File: src/rtl/width_gearbox.sv
// width_gearbox: packs IN_W-bit input words into OUT_W-bit output words through
// a shift accumulator. Bits are kept in stream order with the earliest bit at
// acc[0]. A flush drains residual bits and marks the final, zero-padded word.
module width_gearbox #(
    parameter int IN_W      = 16,
    parameter int OUT_W     = 10,
    parameter int ACC_W     = 32,
    parameter int MSB_FIRST = 0,
    localparam int CNT_W    = $clog2(ACC_W + 1)
) (
    input  logic             clk,
    input  logic             rst,
    input  logic [IN_W-1:0]  in_data,
    input  logic             in_valid,
    output logic             in_ready,
    input  logic             flush,
    output logic [OUT_W-1:0] out_data,
    output logic             out_valid,
    input  logic             out_ready,
    output logic             out_last,
    output logic [CNT_W-1:0] fill_bits
);

    localparam logic [CNT_W-1:0] IN_C   = CNT_W'(IN_W);
    localparam logic [CNT_W-1:0] OUT_C  = CNT_W'(OUT_W);
    localparam logic [CNT_W-1:0] IN_LIM = CNT_W'(ACC_W - IN_W);

    // ST_DRAIN is the flush-pending phase: input blocked until the last word pops
    typedef enum logic {ST_FILL, ST_DRAIN} state_t;

    state_t             state, state_next;
    logic [ACC_W-1:0]   acc, acc_next, in_ext;
    logic [CNT_W-1:0]   cnt, cnt_next, popped;
    logic [IN_W-1:0]    in_bits;
    logic [OUT_W-1:0]   word_lsb;
    logic               flush_pend, push, pop;

    // Normalise both sides to earliest-bit-at-LSB; bits at or above cnt are
    // masked so a partial word is always zero-padded
    generate
        for (genvar i = 0; i < IN_W; i++) begin : g_in
            assign in_bits[i] = (MSB_FIRST != 0) ? in_data[IN_W-1-i] : in_data[i];
        end
        for (genvar j = 0; j < OUT_W; j++) begin : g_out
            assign word_lsb[j] = acc[j] & (cnt > CNT_W'(j));
            assign out_data[j] = (MSB_FIRST != 0) ? word_lsb[OUT_W-1-j] : word_lsb[j];
        end
    endgenerate

    assign flush_pend = (state == ST_DRAIN);
    assign in_ready   = !flush_pend && (cnt <= IN_LIM);
    assign out_valid  = (cnt >= OUT_C) || (flush_pend && (cnt != '0));
    assign out_last   = out_valid && flush_pend && (cnt <= OUT_C);
    assign fill_bits  = cnt;
    assign push       = in_valid && in_ready;
    assign pop        = out_valid && out_ready;
    assign in_ext     = ACC_W'(in_bits);

    // Datapath: consume the popped bits, then append the pushed word above
    // whatever remains; bits above cnt are always zero so a plain OR suffices
    always_comb begin
        popped = '0;
        if (pop)
            popped = (cnt < OUT_C) ? cnt : OUT_C;
        cnt_next = cnt - popped + (push ? IN_C : '0);
        acc_next = acc >> popped;
        if (push)
            acc_next = acc_next | (in_ext << (cnt - popped));
    end

    // Flush control: enter drain only if bits remain after this cycle, so an
    // empty drain (which could never emit its last word) cannot occur
    always_comb begin
        state_next = state;
        case (state)
            ST_FILL:  if (flush && (cnt_next != '0)) state_next = ST_DRAIN;
            ST_DRAIN: if (pop && out_last)           state_next = ST_FILL;
            default:                                 state_next = ST_FILL;
        endcase
    end

    // State registers; reset discards all residual bits and any pending flush
    always_ff @(posedge clk) begin
        if (rst) begin
            acc   <= '0;
            cnt   <= '0;
            state <= ST_FILL;
        end else begin
            acc   <= acc_next;
            cnt   <= cnt_next;
            state <= state_next;
        end
    end

endmodule

File: config.mk
export PLATFORM = sky130hd
export DESIGN_NAME = width_gearbox
export DESIGN_NICKNAME = d
export VERILOG_FILES = /design/src/rtl/width_gearbox.sv
export SDC_FILE = /design/constraint.sdc
export NUM_CORES = 1
export LEC_CHECK = 0
export ABC_AREA = 0
export BUFFER_PORTS_ARGS = -buffer_cell sky130_fd_sc_hd__buf_4
export CAP_MARGIN = 15
export CORE_MARGIN = 2
export CORE_UTILIZATION = 50
export CTS_CLUSTER_SIZE = 10
export DETAILED_ROUTE_END_ITERATION = 8
export PLACE_DENSITY = 0.65
export SLEW_MARGIN = 5
export SYNTH_ARGS = -nofsm -noshare
export SYNTH_HDL_FRONTEND = slang
export SYNTH_SLANG_ARGS = --single-unit
File: constraint.sdc
create_clock -name clk -period 8.4 [get_ports clk]
set_input_delay 1.68 -clock clk [delete_from_list [all_inputs] [get_ports clk]]
set_output_delay 1.68 -clock clk [all_outputs]
set_load 0.05 [all_outputs]
* After elaboration in Yosys (flattened, before gate mapping)
Index checks and enable logic that the tools add are counted. Widths: inputs -> output; s select.
Word-level totals: flip-flop bits (word level) 39, output and inout port bits 19, logic and storage cells 52
Cells by class: add/subtract/negate cells 2, order comparisons 14, shifts and indexed selects 2, multiplexer cells 7, bitwise logic cells 12, reduce and logical (&&, ||, !) cells 12
Operators with widths (count):
- $mux 32 | 1
- $or 32x32->32 | 1
- $shl 16x6->32 | 1
- $shr 32x6->32 | 1
- $gt 6x3->1 const B | 4
- $gt 6x1->1 const B | 2
- $gt 6x2->1 const B | 2
- $gt 6x4->1 const B | 2
- $mux 6 | 2
- $reduce_bool 6->1 | 2
- $and 1x1->1 | 10
- $logic_and 1x1->1 | 8
- $add 6x5->6 | 1
- $ge 6x4->1 const B | 1
- $le 6x4->1 const B | 1
- $le 6x5->1 const B | 1
- $lt 6x4->1 const B | 1
- $sub 6x6->6 | 1
- $mux 5 | 1
- $mux 1 | 2
- $pmux 1 s2 | 1
- $logic_not 1->1 | 1
- $logic_or 1x1->1 | 1
- $not 1->1 | 1

* Depth between registers and ports, before layout
Gate-level depths: netlist of the first run.
depth after elaboration 11, gate-level depth with buffers 18

* Worst setup path after synthesis of the first run
No wires, ideal clock.
kind input -> register, start input out_ready, end register acc[31], arrival time 4914 ps, data required time 8329 ps, path slack 3416 ps, cell stages on the path 16, buffers on the path 6, cell sequence clkbuf_1 nand3_1 or3_4 buf_6 clkinv_4 buf_12 buf_12 ha_1 fa_1 buf_1 clkbuf_1 mux2i_1 mux2i_1 mux2i_1 nand3_1 a21oi_1
On the way: cells in the longest elaborated chain, start to end 6, elaborated cells between the ends (all ways) 7, classes of those cells add/sub: 1; shift: 2; mux: 2; bitwise: 1; reduce/logical: 1
RTL lines:
- from (decl) | line 19 | input logic out_ready,
- $logic_and 1x1->1 (*) | line 56 | assign pop = out_valid && out_ready;
- $mux 6 (*) | line 63 | if (pop)
- $sub 6x6->6 | line 68 | acc_next = acc_next | (in_ext << (cnt - popped));
- $shl 16x6->32 | line 68
- $or 32x32->32 | line 68
- $mux 32 (*) | line 67 | if (push)
- to (signal assigned) | line 89 | acc <= acc_next;
- to (decl) | line 32 | logic [ACC_W-1:0] acc, acc_next, in_ext;
Every way passes the cells marked *; elsewhere a longest branch is shown, timed or not. A chain may end at the register's enable or synchronous reset.

* Final worst setup path of the first run
start input out_ready, end register acc[20]
The elaborated chain is that of the path after synthesis.

==> results.yml, run 1 <==
run_status:
  status: "finished, final reports clean"
clocking:
  cts_buffers: 5
  cts_tree: "built"
  cts_buffer_depth: 2
  clk_latency_ns: 0.31
  cts_resized: 0
  clock-root-buffer: "clkbuf_8"
  clkSinkCount: 39
  ctsHoldBuffers: 0
  h-tree-depth: 2
  postCtsSetupBuffers: 0
  path_clk_slew_ns: 0.10
worst_setup_path:
  r2r-start: "fill_bits[2]"
  endpoint_kind: "register"
  r2r_slack_ns: 3.71
  rr_worst_depth: 11
  regToRegEndpoint: "acc[20]"
  critPathMaxFanout: 34
  path_class: "in -> reg"
  cp-start-kind: "input port"
  cp.required_ns: 8.61
  crit_arrival_ns: 5.57
global_routing:
  overflow: 0
  met2_usage_pct: 50.1
  grt_start_max_net_pins: 35
  use_met1_pct: 43.1
  grt_pass1_wl_um: 23700
  antenna_found_initial: 0
  track_usage_pct: 31.2
  grtUsageMet3_pct: 3.74
  grt_pass1_vias: 4221
  top_usage_layer: "met2"
synth:
  syn_nets: 547
  ys_ff_latch: 39
  async_flop_share_pct: 0
  synth.distinct_cells: 69
  yosysTopAreaCellShare_pct: 17.9
  seq_area_frac_synth_pct: 17.9
  synth_top_area_cell: "dfxtp_1"
  ys.flop_type: "dfxtp_1"
  synth_edf_count: 0
  avgSynthCellArea_um2: 8.43
  synthTopCellsByArea: "dfxtp_1 18%, mux2i_1 17%, mux4_2 6.2%, mux4_1 4.2%, nand2_1 4.1%"
  synthesis.area_um2: 4360
  synth_warnings: 0
  synthCells: 517
cells_and_area:
  final_cell_mix: "74 x mux2i_1, 48 x nand2_1, 46 x buf_4"
  syn2layout_area_growth_pct: 7.81
  drive_above_1_share_pct: 15.8
  layout.nets: 555
  final_cells: 634
  diodes: 0
  layout_commonest_cell: "mux2i_1"
  design_area_um2: 4700
drt:
  post_drt_via_cell_ratio: 7.02
  first_iter_violations: 401
  wirelength_um: 14900
  ant_nets: 0
  drtPass1Iterations: 5
  drcViolationCount: 0
  wl_per_cell_um: 23.4
  vias: 4453
sta:
  maxSlewViolCount: 0
  min_period_ns: 5.36
  skew_ns: 0.0121
  setup_slack_ns: 3.04
  tightest_slew_ns: 1.08
  min_period_over_period_pct: 63.8
  rsz0062_at_grt: "no"
  maxSlewHeadroom_pct: 28.0
  finalHoldViolations: 0
  tns_ns: 0
  max_freq_ghz: 0.187
  setup_viol: 0
power:
  p_sw_mw: 1.32
  peakVddDrop_uv: 309
  total_leakage_power_nw: 2.00
  comb_power_share_pct: 76.7
  intPower_mw: 0.923
  power.sequential.fraction_pct: 16.9
  clockPowerShare_pct: 6.4
  pwr_density_cell_nw_per_um2: 478
  sw_frac_of_total_pct: 58.9
place:
  routabilityCongestion: 0.969
  dp_slack_ns: 2.74
  port_buffers: 39
  place_inst: 625
  place_area_um2: 4600
  dp_hpwl_um: 10900
floorplan:
  initial_core_util_pct: 50.7
  ios: 40
  dieArea_um2: 9480
  dieHeight_um: 97.4
  coreArea_um2: 8590
  fp.dieW_um: 97.4
  rows: 34
min_path:
  hold_class: "reg -> reg"
  min_from: "acc[31]"
  holdPathEnd: "acc[31]"
  hold_depth: 2
job:
  cap_violations: 0
[registers in the layout, indices dropped and copies added (netlist names)]
register    cells
acc            32
flush_pend      1
fill_bits       6
[cell usage after synthesis (9+ instances only)]
master / n
mux2i_1: 74
nand2_1: 48
dfxtp_1: 39
a21oi_1: 30
clkbuf_1: 25
nand3_1: 25
nor2_1: 25
o21ai_0: 22
nor3_1: 16
a22oi_1: 13
a31oi_1: 12
mux4_2: 12
inv_1: 9
[cell type report]
type                       instances  area (um^2)
clock inverter                     3         23.8
clock buffer                       5         68.8
fill                             831         3890
inverter                          10         42.5
tap                              108          135
sequential                        39          781
timing repair buffer              46          345
multi-input combinational        423         3300
[worst max-delay path by stage]
| stage | startpoint | end | depth (start not counted) |
|---|---|---|---|
| finish | out_ready | acc[20] | 12 |
| global route | out_ready | acc[17] | 11 |
| CTS | out_ready | acc[20] | 12 |
| detailed placement | out_ready | acc[20] | 12 |
| global placement | out_ready | acc[20] | 12 |
| floorplan | out_ready | acc[31] | 16 |
[layer usage]
| metal | part of all wire (%) | up-vias | wire length (um) |
|---|---|---|---|
| met2 | 46 | 250 | 6790 |
| met4 | 3.9 | 0 | 582 |
| met3 | 7.5 | 38 | 1120 |
| met5 | 0 | - | 0 |
| met1 | 43 | 2132 | 6360 |
| li1 | - | 2033 | - |
[logic make-up (layout without fill, tap and decap cells)]
logic type,Yosys count,in the layout,synth area share (%)
AND/OR/NAND/NOR,157,157,18.1
adder cells (fa/ha/maj),9,9,2.76
XOR/XNOR,5,5,1.00
AO/OA/AOI/OAI,150,150,24.2
flip-flops,39,39,17.9
buffers and inverters,55,64,6.49
other,1,1,0.0860
multiplexers,101,101,29.5
[metrics by stage]
stage | util [%] | hold slack [ns] | power (mW)
detailed placement | 53.5 | 0.528 | 2.04
global placement | 53.5 | 0.524 | 2.05
CTS | 54.6 | 0.554 | 2.19
floorplan | - | 0.485 | 1.59
finish | 54.7 | 0.570 | 2.25
global route | 54.7 | 0.609 | 2.39
[worst max-delay path, cell delays in order]
cell,delay (ns)
buf_4,0.14
nand3_1,0.10
or3_4,0.47
clkinv_4,0.35
ha_1,0.32
fa_1,1.13
mux4_2,0.44
mux2i_1,0.24
nor3_1,0.10
a31oi_1,0.17
o22ai_1,0.14
a22o_1,0.23
[power groups by stage]
stage,combinational (mW),sequential [mW],clock (mW)
floorplan,1.25,0.344,0
global placement,1.68,0.374,0
detailed placement,1.66,0.378,0
CTS,1.67,0.373,0.143
global route,1.85,0.388,0.150
finish,1.72,0.380,0.143
Note: power is estimated with default switching activity, not from simulation.
==> run 2: changes to the inputs <==
- PLACE_DENSITY: 0.65 -> 0.68
- clock period: 8.4 -> 4.84 ns (I/O delays scaled with it)
==> run 2 against run 1 <==
  * Clock skew down 0.00068 ns
  * Via count up 1.3%
  * Combinational power up 77%
  * Die area unchanged
==> results.yml, run 2 (synthesis gave the netlist of run 1 again) <==
drt:
  drtPass1Iterations: 5
  drcViolationCount: 0
  vias: 4513
  first_iter_violations: 477
  post_drt_via_cell_ratio: 7.00
  wirelength_um: 14800
  ant_nets: 0
  wl_per_cell_um: 23.0
floorplan:
  initial_core_util_pct: 50.7
  dieArea_um2: 9480
  coreArea_um2: 8590
  dieHeight_um: 97.4
  ios: 40
  fp.dieW_um: 97.4
  rows: 34
worst_setup_path:
  crit_path_max_incr_delay_ns: 0.85
  cp-start-kind: "register"
  cp.required_ns: 5.03
  slowest_stage: "fa_1"
  path_delay_family: "adder cells"
  crit_chain: "o21a_1 -> or3_4 -> clkinv_4 -> ha_1 -> fa_1 -> buf_4 -> mux4_2 -> mux2_2 -> a21oi_1 -> a21oi_1 -> a32oi_1 -> o21ai_0"
  crit_path_frequent_cell: "a21oi_1"
  path_class: "reg -> reg"
  critPathMaxFanout: 19
  crit_buf_inv: 2
  crit_arrival_ns: 3.94
  rr_worst_depth: 12
  path_depth: 12
  endpoint_kind: "register"
clocking:
  clock-root-buffer: "clkbuf_8"
  h-tree-depth: 2
  cts_buffers: 5
  ctsHoldBuffers: 0
  cts_tree: "built"
  cts_resized: 0
  cts_buffer_depth: 2
  clk_latency_ns: 0.30
  postCtsSetupBuffers: 0
  clkSinkCount: 39
  path_clk_slew_ns: 0.09
sta:
  tns_ns: 0
  maxSlewHeadroom_pct: 37.1
  maxSlewViolCount: 0
  setup_viol: 0
  min_period_over_period_pct: 77.6
  skew_ns: 0.0114
  min_period_ns: 3.76
  max_freq_ghz: 0.266
  tightest_slew_ns: 0.943
  finalHoldViolations: 0
  rsz0062_at_grt: "no"
power:
  total_leakage_power_nw: 2.05
  peakVddDrop_uv: 444
  finalPower_mw: 3.93
  pwr_density_cell_nw_per_um2: 823
global_routing:
  antenna_found_initial: 0
  track_usage_pct: 31.2
  grt_pass1_vias: 4359
  grt_start_max_net_pins: 34
  grt_pass1_wl_um: 23800
  overflow: 0
cells_and_area:
  fillCellCount: 844
  layout.nets: 566
  utilization_pct: 55.6
  largest_register_ffs: 32
  regMostFlops: "acc"
  syn2layout_area_growth_pct: 9.62
  diodes: 0
  final_cell_mix: "74 x mux2i_1, 57 x buf_4, 48 x nand2_1"
  drive_above_1_share_pct: 17.5
  final_cells: 645
  design_area_um2: 4780
  layout_commonest_cell: "mux2i_1"
job:
  cap_violations: 0
place:
  port_buffers: 39
  routabilityCongestion: 0.938
  place_area_um2: 4690
  dp_hpwl_um: 11100
  place_inst: 637
min_path:
  hold_class: "reg -> reg"
  hold_depth: 2
run_status:
  status: "finished, final reports clean"
run 2: changes by cell type in the layout (fill, tap and decap cells not counted):
| cell | change |
|---|---|
| inv_6 | -1 |
| clkinv_2 | +1 |
| buf_4 | +11 |
run 2: per-layer routing:
layer	global-route usage, %	up-vias	wire [um]
met5	0	-	0
met4	16.1	0	785
met3	4.39	55	1320
met2	47.6	279	6700
met1	43.1	2129	6020
li1	-	2050	-
run 2: path summary, 6_finish.rpt:
kind / startpoint / to / slack [ns]
max: fill_bits[2] / acc[11] / 1.08
min: acc[31] / acc[31] / 0.57
max reg2reg: fill_bits[2] / acc[11] / 1.08
min reg2reg: acc[31] / acc[31] / 0.57
run 2: power breakdown:
part | total [mW] | switching [mW] | leakage [nW] | internal (mW)
Clock | 0.238 | 0.137 | 0.0402 | 0.101
Combinational | 3.04 | 1.91 | 1.69 | 1.13
Sequential | 0.653 | 0.216 | 0.318 | 0.438
Total | 3.93 | 2.26 | 2.05 | 1.67
run 2: cell type report:
class / instances / area, um^2 / share of cell area [%]
clock buffer: 5 / 68.8 / 1.44
inverter: 10 / 42.5 / 0.890
sequential: 39 / 781 / 16.3
timing repair buffer: 57 / 428 / 8.96
multi-input combinational: 423 / 3300 / 69.1
tap: 108 / 135 / 2.83
clock inverter: 3 / 20.0 / 0.419
run 2: worst register-to-register path, delay by kind of cell (launching register included):
kind                     cells  cell delay (ns)
flip-flops                   1             0.75
multiplexers                 2             0.63
adder cells (fa/ha/maj)      2             1.05
buffers and inverters        2             0.34
AND/OR/NAND/NOR              1             0.14
AO/OA/AOI/OAI                5             0.73
run 2: stage by stage:
stage          setup slack, ns  hold WS (ns)
2_1_floorplan            0.568         0.485
3_3_place_gp             0.882         0.538
3_5_place_dp             0.826         0.540
4_1_cts                   1.10         0.555
5_1_grt                  0.865         0.585
6_report                  1.08         0.572
==> run 3: changes to the inputs <==
- ABC_AREA: 0 -> 1
- PLACE_DENSITY: 0.68 -> 0.65
- clock period: 4.84 -> 3.5 ns (I/O delays scaled with it)
==> run 3 against run 2 <==
  * Routed wire length up 9.5%
  * Critical endpoint is now acc[10]
  * Via count rose by 27%
  * First-iteration DRC count is 19% higher
  * Count of clock-buffer cells in the layout rose by 1
  * Setup slack worse by 0.85 ns
  * Critical path depth grew 6
  * Global-route usage increased by 1.7 points
  * Synthesized area grew 4.7%
  * Highest routed layer unchanged
  * Clock skew fell by 0.0017 ns
  * Worst hold slack lost 0.067 ns
  * Cell count is 46% higher
  * Die area increased by 4.5%
==> results.yml, run 3 <==
run_status:
  status: "finished, final reports clean"
min_path:
  hold_depth: 2
  holdPathEnd: "flush_pend"
  min_from: "flush_pend"
  hold_class: "reg -> reg"
worst_setup_path:
  regToRegEndpoint: "acc[10]"
  cp.required_ns: 3.75
  critPathMaxFanout: 8
  path_class: "reg -> reg"
  slowest_stage: "fa_2"
  crit_path_max_incr_delay_ns: 0.63
  rr_worst_depth: 18
  crit_buf_inv: 5
  crit_arrival_ns: 3.52
  endpoint_kind: "register"
  crit_chain: "nor2_4 -> nand3_2 -> inv_2 -> nand2_2 -> nand3_2 -> inv_1 -> ha_1 -> fa_2 -> clkinvlp_4 -> o21ai_0 -> inv_1 -> nor2_1 -> nand2_1 -> nand2_1 -> nand2_1 -> nand3_1 -> nand2_1 -> inv_1"
  r2r_slack_ns: 0.23
  cp-start-kind: "register"
  r2r-start: "fill_bits[4]"
  crit_path_frequent_cell: "nand2_1"
  path_delay_family: "simple AND/OR/NAND/NOR gates"
floorplan:
  dieHeight_um: 99.5
  rows: 34
  dieArea_um2: 9910
  coreArea_um2: 8810
  fp.dieW_um: 99.5
  initial_core_util_pct: 51.8
  ios: 40
clocking:
  clkSinkCount: 39
  cts_buffer_depth: 2
  ctsHoldBuffers: 0
  path_clk_slew_ns: 0.09
  cts_buffers: 5
  clk_latency_ns: 0.30
  clock-root-buffer: "clkbuf_8"
  cts_tree: "built"
  h-tree-depth: 2
drt:
  ant_nets: 0
  drcViolationCount: 0
  drtPass1Iterations: 6
  wl_per_cell_um: 17.2
  post_drt_via_cell_ratio: 6.11
  wirelength_um: 16200
  first_iter_violations: 568
  vias: 5747
cells_and_area:
  diodes: 0
  layout_commonest_cell: "nand3_1"
  final_cell_mix: "223 x nand3_1, 204 x nand2_1, 80 x inv_1"
  drive_above_1_share_pct: 13.8
  syn2layout_area_growth_pct: 9.79
  design_area_um2: 5010
  regMostFlops: "acc"
  largest_register_ffs: 32
  layout.nets: 862
synth:
  synth_warnings: 0
  yosysTopAreaCellShare_pct: 24.5
  synthesis.area_um2: 4560
  yosysMostFrequentCell: "nand3_1"
  synth_edf_count: 0
  synth_top_area_cell: "nand3_1"
  synthTopCellsByArea: "nand3_1 24%, dfxtp_1 17%, nand2_1 17%, inv_1 6.6%, nand4_1 5.2%"
  seq_area_frac_synth_pct: 17.1
  synthCells: 807
  ys.flop_type: "dfxtp_1"
  synth.distinct_cells: 41
  avgSynthCellArea_um2: 5.65
  ys_top_cells_by_count: "223 x nand3_1, 204 x nand2_1, 80 x inv_1, 40 x o21ai_0, 39 x dfxtp_1"
  async_flop_share_pct: 0
  syn_nets: 837
  ys_ff_latch: 39
global_routing:
  grt_start_max_net_pins: 38
  grtUsageMet3_pct: 4.15
  track_usage_pct: 32.9
  top_usage_layer: "met2"
  grt_pass1_vias: 5225
  met2_usage_pct: 53.1
  use_met1_pct: 45.8
  grt_pass1_wl_um: 26600
  overflow: 0
  antenna_found_initial: 0
job:
  cap_violations: 0
sta:
  maxSlewHeadroom_pct: 58.7
  max_freq_ghz: 0.306
  maxSlewViolCount: 0
  skew_ns: 0.00973
  rsz0062_at_grt: "no"
  tightest_slew_ns: 0.618
  finalHoldViolations: 0
  tns_ns: 0
  setup_viol: 0
  min_period_over_period_pct: 93.3
  min_period_ns: 3.27
place:
  port_buffers: 39
  place_area_um2: 4900
  dp_hpwl_um: 11900
  routabilityCongestion: 0.995
## run 3: cell types whose count changed after synthesis, moves of 10 or more
cell     delta
inv_1      +71
buf_2      +10
nand4_1    +31
a31oi_1    -11
a22oi_1    -13
nor3_1     -14
nand2_1   +156
mux4_2     -12
o21ai_0    +18
mux2i_1    -71
nand3_1   +198
## run 3: repair_timing
item                                    CTS  global route
endpoints found under the setup margin    0            18
gates resized for setup                   0             7
setup buffers                             0             1
## run 3: worst max-delay path by stage
stage                            end  cells after the start  slack, ns         start
final                        acc[10]                     18       0.23  fill_bits[4]
after global routing          acc[8]                     18     0.0005  fill_bits[3]
after CTS                    acc[12]                     18       0.09  fill_bits[4]
after detailed placement     acc[12]                     18       0.10  fill_bits[4]
after global placement       acc[11]                     14       0.14     out_ready
after floorplan           flush_pend                     18       0.04  fill_bits[5]
## run 3: worst min-delay path, cell delays in order (launching register included)
cell and delay [ns]:
dfxtp_1 0.33, inv_1 0.07, a21oi_1 0.06
## run 3: stage by stage
stage	std cells	hold slack (ns)	utilization (%)	worst slack, ns
after floorplan	807	0.446	-	0.0377
after global placement	931	0.495	55.6	0.141
after detailed placement	931	0.501	55.6	0.104
after CTS	939	0.515	56.6	0.0856
after global routing	941	0.558	56.9	0.000545
final	941	0.505	56.9	0.235
## run 3: routing by layer
metal  share of wire (%)  vias up
li1                    -     2764
met1                  43     2596
met2                  45      347
met3                 8.6       40
met4                 2.9        0
met5                   0        -
## run 3: final cells by class
type,instances,area (um^2)
flip-flops and latches,39,786
repair inverters,1,7.51
well taps,108,135
clock inverters,2,12.5
repair buffers,70,529
inverters,90,343
multi-input cells,625,3120
fillers,917,3800
clock buffers,6,72.6
## run 3: logic make-up (layout without fill, tap and decap cells)
family	count (synthesis)	count (layout)	share of synthesized area, %
flops	39	39	17.1
other cells	1	1	0.0822
buf+inv	143	169	14.6
xor+xnor	4	4	0.932
compound gates	91	91	10.6
mux	3	3	0.658
simple gates	517	517	53.5
fa+ha+maj	9	9	2.63
Power of run 3 is left out: the tool's default activity adds up to more than one toggle a clock period on the data nets, which glitch-free logic cannot reach.
